<file path="src/rtl/ssd1289_bus_writer.sv">
// ssd1289_bus_writer: FIFO-buffered replay of {rs,data} words as 8080-style write cycles on the SSD1289 bus.
// Producer has no backpressure; words arriving while full are dropped and flagged in sticky overflow.
module ssd1289_bus_writer #(
    parameter int FIFO_AW     = 4,
    parameter int WR_LOW_CYC  = 2,
    parameter int WR_HIGH_CYC = 2
) (
    input  logic               sys_clk,
    input  logic               rst_n,
    input  logic               app_valid,
    input  logic [16:0]        app_din,
    input  logic               ovf_clr,
    output logic               lcd_cs_n,
    output logic               lcd_rs,
    output logic               lcd_wr_n,
    output logic               lcd_rd_n,
    output logic [15:0]        lcd_db,
    output logic [FIFO_AW:0]   fifo_level,
    output logic               fifo_full,
    output logic               bus_idle,
    output logic               overflow
);
    localparam int DEPTH = 2 ** FIFO_AW;
    localparam int MAXC  = WR_LOW_CYC > WR_HIGH_CYC ? WR_LOW_CYC : WR_HIGH_CYC;
    localparam int CW    = $clog2(MAXC + 1);
    localparam logic [CW-1:0] LO_R = CW'(WR_LOW_CYC - 1);
    localparam logic [CW-1:0] HI_R = CW'(WR_HIGH_CYC - 1);

    typedef enum logic [1:0] {S_IDLE, S_LOAD, S_WRLO, S_WRHI} state_t;

    state_t             state, nxt;
    logic [16:0]        mem [DEPTH];
    logic [FIFO_AW-1:0] wp, rp;
    logic [CW-1:0]      cnt;
    logic               push, pop, empty;
    logic               cs_d, wr_d, rs_d;
    logic [15:0]        db_d;

    assign empty     = fifo_level == '0;
    assign fifo_full = fifo_level == (FIFO_AW + 1)'(DEPTH);
    assign push      = app_valid && !fifo_full;
    assign pop       = state == S_LOAD;
    assign bus_idle  = empty && state == S_IDLE;
    assign lcd_rd_n  = 1'b1;

    always_ff @(posedge sys_clk)
        if (push) mem[wp] <= app_din;

    always_ff @(posedge sys_clk or negedge rst_n)
        if (!rst_n) begin
            wp         <= '0;
            rp         <= '0;
            fifo_level <= '0;
            overflow   <= 1'b0;
        end else begin
            wp         <= push ? wp + 1'b1 : wp;
            rp         <= pop ? rp + 1'b1 : rp;
            fifo_level <= fifo_level + {{FIFO_AW{1'b0}}, push} - {{FIFO_AW{1'b0}}, pop};
            overflow   <= (app_valid && fifo_full) ? 1'b1 : ovf_clr ? 1'b0 : overflow;
        end

    // cnt reloads whenever the state changes, so each phase length is exact
    always_ff @(posedge sys_clk or negedge rst_n)
        if (!rst_n) begin
            state <= S_IDLE;
            cnt   <= '0;
        end else begin
            state <= nxt;
            cnt   <= (nxt != state) ? (nxt == S_WRLO ? LO_R : HI_R) : cnt - CW'(1);
        end

    always_comb begin
        nxt = state;
        case (state)
            S_IDLE:  nxt = empty ? S_IDLE : S_LOAD;
            S_LOAD:  nxt = S_WRLO;
            S_WRLO:  nxt = cnt == '0 ? S_WRHI : S_WRLO;
            default: nxt = cnt != '0 ? S_WRHI : empty ? S_IDLE : S_LOAD;
        endcase
    end

    always_comb begin
        cs_d = state == S_IDLE;
        wr_d = state != S_WRLO;
        rs_d = pop ? mem[rp][16] : lcd_rs;
        db_d = pop ? mem[rp][15:0] : lcd_db;
    end

    always_ff @(posedge sys_clk or negedge rst_n)
        if (!rst_n) begin
            lcd_cs_n <= 1'b1;
            lcd_wr_n <= 1'b1;
            lcd_rs   <= 1'b1;
            lcd_db   <= '0;
        end else begin
            lcd_cs_n <= cs_d;
            lcd_wr_n <= wr_d;
            lcd_rs   <= rs_d;
            lcd_db   <= db_d;
        end
endmodule

</file>
<file path="config.mk">
export PLATFORM = sky130hd
export DESIGN_NAME = ssd1289_bus_writer
export DESIGN_NICKNAME = d
export VERILOG_FILES = /design/src/rtl/ssd1289_bus_writer.sv
export SDC_FILE = /design/constraint.sdc
export NUM_CORES = 1
export LEC_CHECK = 0
export BUFFER_PORTS_ARGS = -buffer_cell sky130_fd_sc_hd__clkbuf_2
export CELL_PAD_IN_SITES_DETAIL_PLACEMENT = 0
export CELL_PAD_IN_SITES_GLOBAL_PLACEMENT = 1
export CORE_AREA = 2 2 205 207
export DETAILED_ROUTE_END_ITERATION = 16
export DIE_AREA = 0 0 207 209
export HOLD_SLACK_MARGIN = 0.05
export PLACE_DENSITY = 0.52
export SETUP_SLACK_MARGIN = 0.05
export SYNTH_ARGS = -nofsm -noshare
export SYNTH_HDL_FRONTEND = slang
export SYNTH_SLANG_ARGS = --single-unit
</file>
<file path="constraint.sdc">
create_clock -name sys_clk -period 3 [get_ports sys_clk]
set_input_delay 0.6 -clock sys_clk [delete_from_list [all_inputs] [get_ports sys_clk]]
set_output_delay 0.6 -clock sys_clk [all_outputs]
set_load 0.01 [all_outputs]
</file>
## Word-level counts from Yosys, hierarchy flattened

Memory sizes are Yosys's and may differ from the RTL's. A register that Yosys moved wholly into a read port is not among the register bits.
Cells that the tools add are included.

- Multiplexer cells: 9
- Add/sub/neg operators: 5
- Reduce and logical (&&, ||, !) cells: 10
- Equality and inequality tests: 5

Operators by type and width:

| kind | count |
|---|---|
| adder 4 x 1 -> 4 bit (second input constant) | 2 |
| two-way mux 1 bit | 6 |
| one-hot mux 2 bit (3 select lines) | 1 |
| adder 5 x 1 -> 5 bit | 1 |
| equality test 5 bit (second input constant) | 1 |
| zero test 5 bit | 1 |
| subtractor 5 x 1 -> 5 bit | 1 |
| zero test 2 bit | 2 |
| two-way mux 2 bit | 2 |
| nonzero test 2 bit | 2 |
| logical AND 1 bit | 3 |
| equality test 2 x 1 -> 1 bit (second input constant) | 1 |
| equality test 2 bit (second input constant) | 1 |
| zero test 1 bit | 2 |
| != test 2 bit | 1 |
| != test 2 bit (second input constant) | 1 |
| subtractor 2 x 1 -> 2 bit (second input constant) | 1 |

- Input port bits: 21
- Bits in writable memories: 272
- Memories kept: 1
- Flip-flop bits (word level): 20

Memory list:

| name | words | width | rd ports | clocked after memory_dff | wr ports | RTL line | text |
|---|---|---|---|---|---|---|---|
| mem | 16 | 17 | 1 | 1 | 1 | 32 | `logic [16:0] mem [DEPTH];` |

## Depth between registers and ports, before layout

- Depth in word-level cells: 6
- Depth in mapped cells: 15
- Depth with buffers taken out: 14

## Worst setup path after synthesis

OpenSTA, ideal clock, no wires.

- Path kind: flip-flop to flip-flop
- Start: reg fifo_level[2]
- End: mem mem[3][0] (enable)
- Clock period less this slack: 3089 ps
- Cell stages (with the launch flop): 8
- Required time: 2588 ps
- Buffers on the path: 1
- Library setup time: 412 ps
- Path slack: -89 ps
- Arrival: 2676 ps
- Cell sequence: dfrtp_1 -> inv_1 -> ha_1 -> and4bb_2 -> nor2b_1 -> clkbuf_1 -> nand2_1 -> nor3_1

- Word-level cells in the longest chain between the ends: 5

RTL lines:

| what | RTL line | text |
|---|---|---|
| start: declaration | 18 | `output logic [FIFO_AW:0] fifo_level,` |
| start signal: assignment | 58 | `fifo_level <= fifo_level + {{FIFO_AW{1'b0}}, push} - {{FIFO_AW{1'b0}}, pop};` |
| equality test 5 bit | 40 | `assign fifo_full = fifo_level == (FIFO_AW + 1)'(DEPTH);` |
| via fifo_full | 19 | `output logic fifo_full,` |
| zero test 1 bit | 41 | `assign push = app_valid && !fifo_full;` |
| logical AND 1 bit | 41 |  |
| two-way mux 1 bit | 47 | `if (push) mem[wp] <= app_din;` |
| two-way mux 1 bit (implied by the code) | 47 |  |
| end: declaration | 32 |  |

The timed path passes the listed nets, and every way through them passes these cells.

## Worst setup path after layout

- Start: reg fifo_level[3]
- End: reg fifo_level[4]

- Word-level cells in the longest chain between the ends: 5

RTL lines:

| what | RTL line |
|---|---|
| equality test 5 bit | 40 |
| zero test 1 bit | 41 |
| logical AND 1 bit | 41 |
| adder 5 x 1 -> 5 bit (*) | 58 |
| subtractor 5 x 1 -> 5 bit (*) | 58 |

Every way passes the cells marked *; elsewhere a longest branch is shown, timed or not.
A chain may end at the register's enable or synchronous reset.

==> out/results.txt <==
The run finished with clean final reports. The count of input and output buffers came out at 47. The tools report the critical path endpoint category as a flop.

The number of levels the H-tree was split into is 2. The hold buffer count at cts came out at 0. The largest fanout on the critical path came out at 3. The max-slew headroom at the worst pin was 58.7%; the number of remaining DRC errors was 0. Summing all multi-input logic gate instances after layout gives 2830 um2. Hold violation total from the final report: 0. Synthesis handed over a netlist of 578 instances. Adding up every negative setup slack in the final design gives 0 ns. The final number of max-transition violations came out at 0. Setup repair after global routing left no endpoint under its margin.

The longest clock path from root to sink contains 3 buffers. Count of antenna diodes in the layout: 0. The number of nets in the layout was 699; the routed wire length was 28100 um.

Based on the critical path, the design can be clocked at up to 0.381 GHz. TritonCTS built the clock tree. The die covers 43300 um2. The share of total power dissipated in combinational logic is 27.5%.

For the via count of the first global-routing pass, the log shows 6341. After layout, the worst path uses 87.5% of the clock period. Synthesis instantiated 41 different standard cells from the library.

The worst-case IR drop observed on VDD is 450 uV. Cells with a size suffix above 1 make up 31.2% of the layout. The core region is 41300 um2. Once layout is complete, the utilization of the core stands at 35.0%.

For this run, the number of Yosys warnings is 0. The final worst slack is 0.375 ns, and the synthesized area per cell is 21.1 um2. The count of fill cells added during filler insertion came out at 3892. The later pin in the worst-skew pair is clocked with a latency of 0.52 ns. The sequential cell area is 9100 um2, and the starting utilization of the core area is 29.5%.

At the placement stage, the worst setup path has a slack of 0.357 ns. After synthesis the netlist holds a flip-flop and latch count of 309. CTS saw 309 sinks. In the final routed layout, each cell accounts on average for 23.0 um. The post-CTS clock slew at the launch and capture registers of the worst setup and hold paths was 0.06 ns; the arrival time reported for the critical path endpoint was 3.06 ns. From synthesis to final layout, the design area changed by 18.7%. The floorplan step set the die height to 209 um.

The final clock skew was 0.0153 ns. The sum of internal, switching and leakage power is 0.0142 W. The min-delay analysis places its worst path in the category input port to asynchronous set/reset pin.

The proportion of total power due to net switching was 29.7%; the detailed-route vias per instance was 4.80. Routability-driven placement finished with a final weighted congestion of 0.759. The finished cells cover 14500 um2. The share of the Yosys chip area taken by registers is 74.7%.

Reported net switching power: 0.00422 W. The run gives 13.1% as the total global-route track usage. The minimum clock period after layout came out at 2.63 ns. The clock network accounts for 31.8% of the total power. The run gives 40 as the largest net degree at the start of global routing. The post-CTS resize count came out at 0. Synthesis produced a netlist with a net count of 616. Max-cap violations in this run came to 0. The total leakage power is 4.89 nW. The worst setup path is launched from a flop. The slew at the pin with the worst max-slew slack was 0.619 ns. Summed over all nets, the half-perimeter wirelength after detailed placement is 17100 um.

CTS placed an instance of clkbuf_16 at the clock tree root. Setup violations remaining at the end of the flow were counted as 0. Per report_power, the sequential group accounts for 40.8% of the total. The logs give 13200 um2 for the instance area at placement and 0 for the leftover overflow at the end of global routing.

In this run the remaining antenna-violating nets after routing total 0. The first global-routing pass estimated 41700 um of wire. The first routing iteration left 312 violations. Leaving out fill and tap cells, the most frequent cells in the layout are edfxtp_1, clkbuf_2, mux4_2. Number of buffers inserted during clock tree synthesis: 35.

The internal portion of the total power is 0.0100 W. Number of antenna violations at the first check in global routing: 0. The critical path is of the flop to flop type.

Post-CTS timing repair inserted 0 buffers for setup. The power density over the cells works out to 983 nW/um2. The routed layout has 5876 vias. The library cell used most frequently in the layout, excluding fill and tap cells, is edfxtp_1. The length of the first detailed-routing pass in iterations was 4; the horizontal die dimension was 207 um.

STA puts the critical path data required time at 3.43 ns. The number of placed I/O pins is 49. The number of rows created at floorplan is 75, and the synthesized area is 12200 um2.
-- registers in the layout, summed over array words and instances (netlist names) --
signal	cells
fifo_level	5
lcd_wr_n	1
rp	4
wp	4
lcd_rs	1
state	2
lcd_db	16
lcd_cs_n	1
overflow	1
cnt	2
mem	272
-- metrics by stage --
step | cells | hold WS [ns]
after floorplan | 578 | 0.304
after global placement | 1163 | 0.526
after detailed placement | 1163 | 0.534
after CTS | 1225 | 0.0995
after global routing | 1225 | 0.129
final | 1225 | 0.0942
-- path summary, 6_finish.rpt --
kind / from / to / slack [ns] / cells after the start
min reg2reg: overflow$_DFFE_PN0P_ / overflow$_DFFE_PN0P_ / 0.53 / 2
max: fifo_level[3]$_DFF_PN0_ / fifo_level[4]$_DFF_PN0_ / 0.37 / 14
min in group sys_clk: ovf_clr / overflow$_DFFE_PN0P_ / 0.30 / 2
max in group asynchronous: rst_n / lcd_db[8]$_DFFE_PN0N_ / 2.19 / 2
max reg2reg: fifo_level[3]$_DFF_PN0_ / fifo_level[4]$_DFF_PN0_ / 0.37 / 14
min: rst_n / lcd_db[3]$_DFFE_PN0N_ / 0.09 / 1
-- worst max-delay path, stage by stage (launching register included) --
cell and delay, ns:
dfrtp_1 0.38, inv_1 0.08, ha_1 0.19, and4bb_2 0.25, nor2b_1 0.18, inv_1 0.06, ha_1 0.28, inv_1 0.05
ha_1 0.16, inv_1 0.06, fa_1 0.42, inv_1 0.07, a21oi_1 0.05, o21bai_1 0.15, xnor2_1 0.14
-- synth_stat cells --
cell / count / area [um2]
buf_6: 11 / 124
o22ai_1: 34 / 213
and4bb_2: 1 / 12.5
nand2_2: 1 / 6.26
o21ai_1: 1 / 5.00
conb_1: 1 / 3.75
or2_2: 2 / 12.5
or4b_4: 1 / 13.8
mux2_2: 18 / 203
dlygate4sd1_1: 1 / 8.76
buf_2: 9 / 45.0
clkbuf_4: 2 / 15.0
nand2_1: 10 / 37.5
a221oi_1: 1 / 8.76
nand2b_1: 3 / 18.8
buf_4: 3 / 22.5
mux4_1: 29 / 762
xnor2_1: 7 / 61.3
clkbuf_8: 2 / 27.5
xor2_1: 3 / 26.3
dfrtp_1: 34 / 851
ha_1: 16 / 200
fa_1: 1 / 20.0
edfxtp_1: 272 / 8170
nor3_1: 4 / 20.0
nand4_1: 2 / 12.5
clkbuf_1: 1 / 3.75
a21oi_1: 19 / 95.1
a32oi_4: 1 / 27.5
mux4_2: 39 / 878
or3_1: 1 / 6.26
buf_1: 2 / 7.51
nor2b_1: 3 / 18.8
o21ai_0: 2 / 10.0
dfstp_2: 3 / 78.8
nor2_1: 13 / 48.8
a21o_1: 2 / 15.0
a221o_1: 1 / 10.0
o21bai_1: 1 / 7.51
inv_1: 20 / 75.1
nand3_1: 1 / 5.00
-- cell families after synthesis --
group	count (synthesis)	share of synthesized area, %
and+or+nand+nor	42	1.75
xor gates and xnor gates	10	0.719
DFF	309	74.7
buffers and inverters	51	2.70
AOI/OAI and AO/OA	62	3.21
muxes	86	15.1
adders and majority gates	17	1.81
other	1	0.0308
-- per-layer routing --
metal,up-vias,part of all wire [%],global-route usage (%)
met5,-,0,0
met4,0,2.1,3.84
met3,39,4.9,2.51
met2,152,48,21.5
met1,3141,45,17.8
li1,2544,-,-
-- layout make-up --
class	count	share of cell area, %
clock buffer	47	6.85
clock inverter	15	1.65
inverter	20	0.519
multi-input combinational	218	19.6
sequential	309	62.9
tap	539	4.66
timing repair buffer	77	3.79
-- power groups by stage --
| stage | registers (W) | clock network (W) | logic (W) |
|---|---|---|---|
| floorplan | 0.00567 | 0 | 0.00286 |
| global placement | 0.00586 | 0 | 0.00391 |
| detailed placement | 0.00590 | 0 | 0.00398 |
| CTS | 0.00581 | 0.00463 | 0.00400 |
| global route | 0.00587 | 0.00481 | 0.00424 |
| finish | 0.00580 | 0.00451 | 0.00390 |
Note: power is estimated with default switching activity, not from simulation.
